### config.mk
export PLATFORM = sky130hd
export DESIGN_NAME = lfsr_rng_bank_flat
export DESIGN_NICKNAME = d
export VERILOG_FILES = /design/src/rtl/lfsr_rng_bank_if.sv /design/src/rtl/lfsr_rng_bank.sv /design/src/flat_wrapper.sv
export SDC_FILE = /design/constraint.sdc
export NUM_CORES = 1
export LEC_CHECK = 0
export ABC_AREA = 1
export CORE_MARGIN = 2
export CORE_UTILIZATION = 55
export DETAILED_ROUTE_END_ITERATION = 8
export DONT_BUFFER_PORTS = 1
export PLACE_DENSITY = 0.77
export SYNTH_ARGS = -nofsm -noshare
export SYNTH_HDL_FRONTEND = slang
export SYNTH_SLANG_ARGS = --single-unit
### constraint.sdc
create_clock -name clk -period 1.4 [get_ports clk]
set_input_delay 0 -clock clk [delete_from_list [all_inputs] [get_ports clk]]
set_output_delay 0 -clock clk [all_outputs]
set_load 0.005 [all_outputs]
### src/rtl/lfsr_rng_bank_if.sv
// Valid/ready stream carrying one word from every LFSR channel per transfer.
// Latency: n/a (wires only).
// Backpressure: the producer holds valid and data stable while ready is low.
// Ports: valid (master->slave), data (master->slave), ready (slave->master).
interface lfsr_rng_bank_if #(
  parameter int DATA_W = 64
);
  logic              valid;
  logic              ready;
  logic [DATA_W-1:0] data;

  modport master (output valid, output data, input ready);
  modport slave  (input valid, input data, output ready);
endinterface

### src/rtl/lfsr_rng_bank.sv
// Bank of CHANNELS Galois LFSRs with per-channel reseed, zero-seed guard and a registered output word.
// Latency: first enabled cycle after reset loads the output register; the word is valid on the next cycle.
// Backpressure: word and valid hold while ready is low; free-run mode keeps stepping, so unread states are lost.
// Ports: clk, rst (sync, active-high), en (global freeze), mode (0 free-run, 1 on-demand),
//        seed_load/seed_ch/seed_data (reseed one channel), rnd (master stream), lockup_err (zero-seed pulse).
module lfsr_rng_bank #(
  parameter int              WIDTH     = 64,
  parameter int              CHANNELS  = 4,
  parameter int              OUT_W     = 16,
  parameter logic [WIDTH-1:0] TAPS     = 64'hD800000000000000,
  parameter logic [WIDTH-1:0] SEED_BASE = 64'h1,
  localparam int             CH_W      = (CHANNELS > 1) ? $clog2(CHANNELS) : 1
) (
  input  logic             clk,
  input  logic             rst,
  input  logic             en,
  input  logic             mode,
  input  logic             seed_load,
  input  logic [CH_W-1:0]  seed_ch,
  input  logic [WIDTH-1:0] seed_data,
  lfsr_rng_bank_if.master  rnd,
  output logic             lockup_err
);

  // One extra bit so the channel count itself is representable for the range check.
  localparam logic [CH_W:0] CH_LIM = (CH_W+1)'(CHANNELS);

  logic [WIDTH-1:0]          state_q [CHANNELS];
  logic [WIDTH-1:0]          state_d [CHANNELS];
  logic [CHANNELS*OUT_W-1:0] data_q, data_d;
  logic                      valid_q, valid_d;
  logic                      lockup_q, lockup_d;

  logic load;
  logic seed_hit;
  logic seed_zero;

  function automatic logic [WIDTH-1:0] galois_step(input logic [WIDTH-1:0] s);
    return s[0] ? ((s >> 1) ^ TAPS) : (s >> 1);
  endfunction

  always_comb begin
    load      = en & (~valid_q | rnd.ready);
    seed_hit  = en & seed_load & ({1'b0, seed_ch} < CH_LIM);
    seed_zero = (seed_data == '0);

    data_d   = data_q;
    valid_d  = valid_q;
    lockup_d = seed_hit & seed_zero;

    // The output word always captures the pre-step state of each channel.
    if (load) begin
      valid_d = 1'b1;
      for (int i = 0; i < CHANNELS; i++) begin
        data_d[i*OUT_W +: OUT_W] = state_q[i][OUT_W-1:0];
      end
    end

    for (int i = 0; i < CHANNELS; i++) begin
      state_d[i] = state_q[i];
      if (en && (!mode || load)) begin
        state_d[i] = galois_step(state_q[i]);
      end
      // A reseed replaces this cycle's step; a zero seed would lock the LFSR, so fall back to the reset seed.
      if (seed_hit && (seed_ch == CH_W'(i))) begin
        state_d[i] = seed_zero ? (SEED_BASE + WIDTH'(i)) : seed_data;
      end
    end
  end

  always_ff @(posedge clk) begin
    if (rst) begin
      for (int i = 0; i < CHANNELS; i++) begin
        state_q[i] <= SEED_BASE + WIDTH'(i);
      end
      data_q   <= '0;
      valid_q  <= 1'b0;
      lockup_q <= 1'b0;
    end else begin
      for (int i = 0; i < CHANNELS; i++) begin
        state_q[i] <= state_d[i];
      end
      data_q   <= data_d;
      valid_q  <= valid_d;
      lockup_q <= lockup_d;
    end
  end

  // Gating with en lets a frozen bank drop valid without losing the held word.
  assign rnd.valid  = valid_q & en;
  assign rnd.data   = data_q;
  assign lockup_err = lockup_q & en;

endmodule
### src/flat_wrapper.sv
// flat-port wrapper written by rule: the top's interface ports become plain ports
module lfsr_rng_bank_flat 
#(
  parameter int              WIDTH     = 64,
  parameter int              CHANNELS  = 4,
  parameter int              OUT_W     = 16,
  parameter logic [WIDTH-1:0] TAPS     = 64'hD800000000000000,
  parameter logic [WIDTH-1:0] SEED_BASE = 64'h1,
  localparam int             CH_W      = (CHANNELS > 1) ? $clog2(CHANNELS) : 1
)
  (clk, rst, en, mode, seed_load, seed_ch, seed_data, lockup_err, rnd_valid, rnd_data, rnd_ready);
  lfsr_rng_bank_if rnd_i ();
  input  logic clk;
  input  logic rst;
  input  logic en;
  input  logic mode;
  input  logic seed_load;
  input  logic [CH_W-1:0] seed_ch;
  input  logic [WIDTH-1:0] seed_data;
  output logic lockup_err;
  output wire logic [$bits(rnd_i.valid)-1:0] rnd_valid;
  output wire logic [$bits(rnd_i.data)-1:0] rnd_data;
  input wire logic [$bits(rnd_i.ready)-1:0] rnd_ready;
  assign rnd_valid = rnd_i.valid;
  assign rnd_data = rnd_i.data;
  assign rnd_i.ready = rnd_ready;
  lfsr_rng_bank #(.WIDTH(WIDTH), .CHANNELS(CHANNELS), .OUT_W(OUT_W), .TAPS(TAPS), .SEED_BASE(SEED_BASE)) u_core (.clk(clk), .rst(rst), .en(en), .mode(mode), .seed_load(seed_load), .seed_ch(seed_ch), .seed_data(seed_data), .rnd(rnd_i), .lockup_err(lockup_err));
endmodule
; Yosys cells after proc, flatten, opt, wreduce, memory -nomap -nowiden
; Memory sizes are Yosys's and may differ from the RTL's.
; Cells that the tools add are included.
[totals]
register_bits = 66
latchBits = 0
ram_bits = 256
rom_bits = 0
input_bits = 72
n_memories = 1
[mem_list]
columns = memory, words, word_bits, read_ports, rd_clocked_by_memory_dff, wr, line_no
row1 = u_core.state_q, 4, 64, 4, 0, 4, lfsr_rng_bank.sv:28  ; logic [WIDTH-1:0] state_q [CHANNELS];
[op_classes]
add_sub_neg = 0
multipliers = 0
n_div = 0
order_cmp = 0
n_eq_ne = 3
shift = 0
muxes = 23
bitwise = 15
n_reduce_logical = 9
[op_table]
columns = operator, n
row1 = $mux W64, 20
row2 = $logic_not A64 Y1, 1
row3 = $not A3 Y4, 4
row4 = $and A1 B1 Y1, 5
row5 = $logic_and A1 B1 Y1, 5
row6 = $or A1 B1 Y1, 5
row7 = $eq A2 B2 Y1 const B, 2
row8 = $mux W1, 3
row9 = $eq A2 B1 Y1 const B, 1
row10 = $logic_not A2 Y1, 1
row11 = $logic_not A1 Y1, 1
row12 = $logic_or A1 B1 Y1, 1
row13 = $not A1 Y1, 1

; Longest topological paths before layout
; Gate-level depths: netlist (run 1).
[depth]
depth_word = 8
ltp_mapped = 10
depth_no_buf = 10

; Worst setup path after synthesis (run 1)
; Ideal clock, no wire load.
[synth_path]
kind = flip-flop to flip-flop
start = register u_core.valid_q
end = memory u_core.state_q[3][55]
arrival_ns = 1.426
path_slack_ns = -0.097
path_stages_with_launch = 10
path_buffers = 3
path_cell_list = dfxtp_1 > inv_1 > nor2_1 > nand2_1 > nand2_1 > buf_2 > buf_2 > buf_2 > nand3_1 > a21oi_1
[synth_lines]
columns = element, line_no
row1 = start: declaration, lfsr_rng_bank.sv:31  ; logic valid_q, valid_d;
row2 = start signal: assignment, lfsr_rng_bank.sv:84  ; valid_q <= valid_d;
row3 = end: declaration, lfsr_rng_bank.sv:28

==> flow_metrics.env, run 1 <==
export IMPL_synth_area_mm2=0.01408
export IMPL_post_layout_nonfiller_instances=2212
export IMPL_seq_area_frac_synth=0.4577
export IMPL_seqPwrFrac=0.449
export IMPL_ys_seq_elements=322
export IMPL_placed_cells=2102
export IMPL_worstHoldPathCells=1
export IMPL_first_pass_iters=5
export IMPL_worst_r2r_path_depth=9
export IMPL_critPathArrivalTime_ns=1.86
export IMPL_drc=0
export IMPL_p_int_mw=16.54
export IMPL_area_growth_pct=20.50
export IMPL_core_mm2=0.02518
export IMPL_grt_start_max_net_pins=248
export IMPL_cts_sinks=322
export IMPL_cts_tree="done"
export IMPL_p_comb_frac=0.102
export IMPL_fillers=1944
export IMPL_wl_um=41400
export IMPL_num_vias=13720
export IMPL_crit_family="simple AND/OR/NAND/NOR gates"
export IMPL_yosysTopAreaCell="dfxtp_1"
export IMPL_first_global_vias=12230
export IMPL_worstPathMaxFanout=5
export IMPL_hpwlAfterDp_um=23350
export IMPL_finalPower_mw=21.86
export IMPL_root_buffer="clkbuf_16"
export IMPL_slowest_stage="dfxtp_2"
export IMPL_worst_slack_ns=-0.06677
export IMPL_power_density_mw_per_mm2=1288
export IMPL_synth_top_area_frac=0.4577
export IMPL_clk_latency_ns=0.53
export IMPL_ys_types=22
export IMPL_switching_share=0.2435
export IMPL_whs_ns=-0.4477
export IMPL_ir_drop_uv=1148
export IMPL_wl_per_cell_um=18.72
export IMPL_status="complete, but fails checks"
export IMPL_fin_crit_sh=1.048
export IMPL_avgViaCountPerCell=6.201
export IMPL_drive_gt1_frac=0.1174
export IMPL_cp_num_buf_inv=3
export IMPL_yosys_top_cells_area="dfxtp_1, o211ai_1, a21oi_1"
export IMPL_critPathLaunch="u_core.valid_q"
export IMPL_io_pins=138
export IMPL_clock_power_share=0.450
export IMPL_overflow=0
export IMPL_die_h_um=164.0
export IMPL_drtAntennaViolNets=0
export IMPL_violations="hold timing, setup timing"
export IMPL_drt_initial_drc_count=1416
export IMPL_avgSynthCellArea_um2=7.452
export IMPL_grtUsageTotal=0.2830
export IMPL_initial_core_util=0.5593
export IMPL_die_x_um=164.0
export IMPL_multi_input_area_mm2=0.006868
export IMPL_clock_skew_ns=0.03031
export IMPL_antenna_found_initial=0
export IMPL_cts_max_path_buffers=3
export IMPL_final_util=0.6739
export IMPL_relSlewSlack=0.6807
export IMPL_worst_path_stages=9
export IMPL_cpPeakStageDelay_ns=0.33
export IMPL_final_cell_mix="nand2_1, dfxtp_1, a21oi_1"
export IMPL_io_buffers=0
export IMPL_setup_violations=92
export IMPL_final_common_cell="nand2_1"
export IMPL_hold_violations=245
export IMPL_worstHoldStart="rst"
export IMPL_fin_crit_ns=1.467
export IMPL_p_leak_nw=5.743
export IMPL_ctsHtreeMaxLevel=2
export IMPL_cap_viol_max_count=0
export IMPL_antennaDiodeCount=0
export IMPL_hold_class="primary input to flop"
export IMPL_cts_buffers=35
export IMPL_nets=1928
export IMPL_report_final_slew_viol_count=0
export IMPL_p_switching_mw=5.323
export IMPL_place_gp_congestion=0.8102
export IMPL_fmax_mhz=681.8
export IMPL_cp_cell_sequence="inv_2, nor2_4, nand2_4, nand2_8, nand2_8, buf_8, clkbuf_16, o211ai_1, a21oi_1"
export IMPL_ys_warn_count=0
export IMPL_rows=58
export IMPL_grt_pass1_wl_um=62370
export IMPL_tightest_slew_ns=0.4790
export IMPL_path_class="flop to flop"
export IMPL_path_common_cell="nand2_8"
export IMPL_critPathLaunchType="flop"
export IMPL_regArea_mm2=0.006447
export IMPL_clk_pin_slew_ns=0.06
export IMPL_syn_inst=1890
export IMPL_cp_end_kind="flop"
export IMPL_die_area_mm2=0.02690
export IMPL_r2r_start="u_core.valid_q"
export IMPL_required_ns=1.80
export IMPL_rsz0062_at_grt="yes"
export IMPL_syn_nets=1962
-- final cells by class --
class / count / area share
Inverter: 97 / 0.02219
Sequential cell: 322 / 0.3799
Clock buffer: 50 / 0.06090
Tap cell: 330 / 0.02433
Clock inverter: 13 / 0.01209
Multi-Input combinational cell: 1297 / 0.4047
Timing Repair Buffer: 103 / 0.09585
-- sequential cells by signal, indices dropped and copies added, names as in the netlist --
| register | cells |
|---|---|
| u_core.state_q | 256 |
| u_core.rnd.data | 64 |
| u_core.valid_q | 1 |
| u_core.lockup_q | 1 |
-- cells in the mapped netlist, drive strengths merged --
| cell | number |
|---|---|
| a21oi | 275 |
| a22oi | 1 |
| buf | 71 |
| clkbuf | 104 |
| dfxtp | 322 |
| inv | 97 |
| nand2 | 333 |
| nand3 | 184 |
| nand4 | 1 |
| nor2 | 135 |
| nor3 | 10 |
| o211ai | 220 |
| o21ai | 125 |
| xnor2 | 6 |
| xor2 | 6 |
-- power groups by stage --
stage / combinational, mW / sequential, mW / clock, mW
after floorplan: 1.30 / 9.91 / 0
after global placement: 1.70 / 9.98 / 0
after detailed placement: 1.74 / 9.99 / 0
after CTS: 1.90 / 9.79 / 9.87
after global routing: 2.40 / 9.84 / 10.3
final: 2.22 / 9.81 / 9.84
-- through the flow --
step | cell area, um2 | setup slack, ns | setup TNS, ns
after floorplan | 14090 | -0.01840 | -1.793
after global placement | 14610 | -0.07292 | -7.193
after detailed placement | 14610 | -0.1654 | -18.37
after CTS | 16230 | -0.03062 | -0.1409
after global routing | 16970 | -0.1326 | -15.08
final | 16970 | -0.06677 | -1.636
-- per-layer routing --
layer | GRT usage | wire (um) | up-vias
met3 | 0.05606 | 3862 | 110
met4 | 0.1041 | 1348 | 0
li1 | - | - | 6487
met2 | 0.4437 | 18940 | 669
met1 | 0.3877 | 17250 | 6451
met5 | 0 | 0 | -
-- worst paths after layout --
kind	slack [ns]	end
setup / recovery	-0.07	u_core.state_q[1][31]
hold / removal	-0.45	u_core.state_q[0][13]
setup reg to reg	-0.07	u_core.state_q[1][31]
hold reg to reg	0.45	u_core.rnd.data[49]
-- worst reg2reg max path: cells and delay by family (launching register included) --
family	cells	cell delay [ns]
and+or+nand+nor	4	0.46
DFF	1	0.33
AOI/OAI and AO/OA	2	0.21
buffers and inverters	3	0.36
-- logic make-up after synthesis --
family	share of synthesized area
DFF	0.4577
buffers and inverters	0.07854
AOI/OAI and AO/OA	0.2600
xor gates and xnor gates	0.007463
and+or+nand+nor	0.1963
-- timing repair --
action | 4_1_cts | 5_1_grt
endpoints found under the setup margin | 251 | 255
endpoints found under the hold margin | 272 | 245
pin swaps | 9 | 49
hold buffers | 17 | 1
setup buffers | 2 | 4
resized for setup | 27 | 92
cloned | 4 | 20
Power figures use the tool's default switching activity.
==> run 2: changes to the inputs <==
Settings changed: ABC_AREA 1 to not set, BUFFER_PORTS_ARGS set to -buffer_cell sky130_fd_sc_hd__buf_2, CORE_UTILIZATION 55 to 53, CTS_BUF_LIST set to sky130_fd_sc_hd__clkbuf_16, DONT_BUFFER_PORTS 1 to not set, PLACE_DENSITY 0.77 to 0.8.
==> run 2 against run 1 <==
  * Sequential share of layout area decreased by 3.4 points
  * Non-clock buffer count increased by 265
  * Sequential power about the same
  * Critical path depth decreased by 3
  * Die area decreased by 0.80%
  * Power decreased by 3.8%
  * First-iteration DRC count increased by 21%
  * Fmax decreased by 4.7%
  * Clock power decreased by 14%
  * Worst setup slack got worse by 0.072 ns
  * The run still ends with hold timing, setup timing left
  * Cell area increased by 9.8%
==> flow_metrics.env, run 2 <==
export IMPL_critPathLaunchType="flop"
export IMPL_first_pass_iters=9
export IMPL_post_layout_nonfiller_instances=2350
export IMPL_placed_cells=2195
export IMPL_io_pins=138
export IMPL_slowest_stage="a311oi_2"
export IMPL_yosys_top_cells_area="dfxtp_1, nand2_1, a311oi_1"
export IMPL_final_cell_mix="nand2_1, dfxtp_1, nor2_1"
export IMPL_antenna_found_initial=0
export IMPL_hold_class="primary input to flop"
export IMPL_worstHoldPathCells=5
export IMPL_ys_seq_elements=322
export IMPL_drtAntennaViolNets=0
export IMPL_worst_slack_ns=-0.1391
export IMPL_cap_viol_max_count=0
export IMPL_yosysMostFrequentCell="nand2_1"
export IMPL_syn_nets=1827
export IMPL_worstPathMaxFanout=8
export IMPL_fin_crit_sh=1.099
export IMPL_grtUsageTotal=0.2974
export IMPL_final_util=0.7442
export IMPL_num_vias=14740
export IMPL_synth_flop_cell="dfxtp_1"
export IMPL_regMostFlops="u_core.state_q"
export IMPL_cts_tree="done"
export IMPL_fmax_mhz=649.7
export IMPL_antennaDiodeCount=0
export IMPL_critPathArrivalTime_ns=1.95
export IMPL_cts_buffers=34
export IMPL_required_ns=1.81
export IMPL_synth_area_mm2=0.01346
export IMPL_clk_pin_slew_ns=0.06
export IMPL_hpwlAfterDp_um=24980
export IMPL_overflow=0
export IMPL_worstHoldStart="seed_data[21]"
export IMPL_root_buffer="clkbuf_16"
export IMPL_placed_area_mm2=0.01532
export IMPL_place_gp_congestion=0.8451
export IMPL_whs_ns=-0.005669
export IMPL_wl_per_cell_um=19.84
export IMPL_cpPeakStageDelay_ns=0.35
export IMPL_yosysTopAreaCell="dfxtp_1"
export IMPL_r2r_start="u_core.valid_q"
export IMPL_cts_sinks=322
export IMPL_hold_path_end="u_core.lockup_q"
export IMPL_fin_crit_ns=1.539
export IMPL_clk_latency_ns=0.52
export IMPL_drc=0
export IMPL_ir_drop_uv=830.5
export IMPL_drive_gt1_frac=0.2510
export IMPL_largest_reg_flops=256
export IMPL_drt_initial_drc_count=1713
export IMPL_tightest_slew_ns=0.7344
export IMPL_status="complete, but fails checks"
export IMPL_first_global_vias=13090
export IMPL_syn_inst=1755
export IMPL_initial_core_util=0.5376
export IMPL_ctsHtreeMaxLevel=2
export IMPL_cp_end_kind="flop"
export IMPL_cts_max_path_buffers=3
export IMPL_grt_start_max_net_pins=84
export IMPL_final_common_cell="nand2_1"
export IMPL_die_h_um=163.4
export IMPL_grt_pass1_wl_um=65270
export IMPL_ys_warn_count=0
export IMPL_crit_family="simple AND/OR/NAND/NOR gates"
export IMPL_cp_cell_sequence="nand3b_4, and2_4, clkbuf_16, clkbuf_16, nand2_4, a311oi_2"
export IMPL_rows=58
export IMPL_clock_skew_ns=0.02060
export IMPL_synth_top_cells_by_count="nand2_1, dfxtp_1, nor2_1, a311oi_1, clkbuf_1"
export IMPL_rrSetupSlack_ns=-0.14
export IMPL_wl_um=46610
export IMPL_ys_types=26
export IMPL_p_leak_nw=6.861
export IMPL_seq_area_frac_synth=0.4789
export IMPL_path_class="flop to flop"
export IMPL_synth_top_area_frac=0.4789
export IMPL_violations="hold timing, setup timing"
export IMPL_avgViaCountPerCell=6.272
export IMPL_path_common_cell="clkbuf_16"
export IMPL_async_flop_share=0
export IMPL_report_final_slew_viol_count=0
export IMPL_synth_edf_count=0
export IMPL_worst_r2r_path_depth=6
export IMPL_setup_violations=215
export IMPL_hold_violations=1
export IMPL_avgSynthCellArea_um2=7.670
export IMPL_finalPower_mw=21.02
export IMPL_power_density_mw_per_mm2=1128
export IMPL_cp_num_buf_inv=2
export IMPL_area_growth_pct=38.43
export IMPL_relSlewSlack=0.5059
export IMPL_io_buffers=137
export IMPL_die_x_um=163.4
export IMPL_core_mm2=0.02504
export IMPL_rsz0062_at_grt="yes"
export IMPL_final_cell_area_mm2=0.01863
export IMPL_die_area_mm2=0.02669
export IMPL_nets=2068
export IMPL_r2r_end="u_core.state_q[2][5]"
[run 2: cell count changes after synthesis, moves of 7 or more]
cell      change
nor2_1      +108
inv_1        -90
a311oi_1    +239
o211ai_1    -208
buf_1         +8
a21oi_1     -198
buf_2        -11
inv_2         -7
nand3_1     -172
nand2_1     +289
o21ai_0     -123
nor4_1       +16
[run 2: routing by layer]
| metal | GRT usage | part of all wire |
|---|---|---|
| met2 | 0.4850 | 0.48 |
| met4 | 0.1267 | 0.047 |
| met5 | 0 | 0 |
| met3 | 0.05028 | 0.092 |
| met1 | 0.3898 | 0.38 |
[run 2: worst register-to-register path, delay by kind of cell, from the launching register on]
kind,cells,cell delay [ns]
and+or+nand+nor,3,0.38
AOI/OAI and AO/OA,1,0.35
DFF,1,0.33
buffers and inverters,2,0.37
[run 2: cells by family after synthesis]
kind of cell              synth area share
xor gates and xnor gates          0.007808
AOI/OAI and AO/OA                   0.1959
buffers and inverters              0.05131
DFF                                 0.4789
and+or+nand+nor                     0.2660
[run 2: worst max path at each step]
stage,depth (start not counted),to,slack [ns],from
after floorplan,7,u_core.state_q[0][59],0.01,u_core.valid_q
after global placement,6,u_core.state_q[0][0],-0.60,seed_data[42]
after detailed placement,6,u_core.state_q[0][0],-0.61,seed_data[42]
after CTS,6,u_core.state_q[0][13],-0.04,u_core.valid_q
after global routing,6,u_core.state_q[0][1],-0.19,u_core.valid_q
final,6,u_core.state_q[2][5],-0.14,u_core.valid_q
[run 2: through the flow]
step | setup TNS [ns] | hold WS (ns) | setup WS, ns
final | -8.591 | -0.005669 | -0.1391
after global routing | -17.50 | 0.01906 | -0.1855
after CTS | -0.9511 | 0.02179 | -0.04334
after detailed placement | -14.92 | 0.3440 | -0.6072
after global placement | -7.905 | 0.3342 | -0.6032
after floorplan | 0 | 0.1360 | 0.01436
[run 2: timing repair]
action,in CTS,in global routing
gates cloned,3,18
hold endpoints to repair,253,1
hold buffers,69,2
resized for setup,38,168
endpoints found under the setup margin,247,262
setup buffers,3,0
pin swaps,28,46
[run 2: power breakdown]
| part | internal, mW | switching [mW] |
|---|---|---|
| clock | 4.62 | 3.80 |
| combinational | 1.23 | 1.54 |
| sequential | 9.55 | 0.287 |
| total | 15.4 | 5.62 |
[run 2: area by class of cell]
class                      count  area, um2
clock inverter                26      155.1
tap                          330      412.9
multi-input combinational   1270       7357
fill                        1670       6404
clock buffer                  34      850.8
sequential                   322       6447
timing repair buffer         368       3410
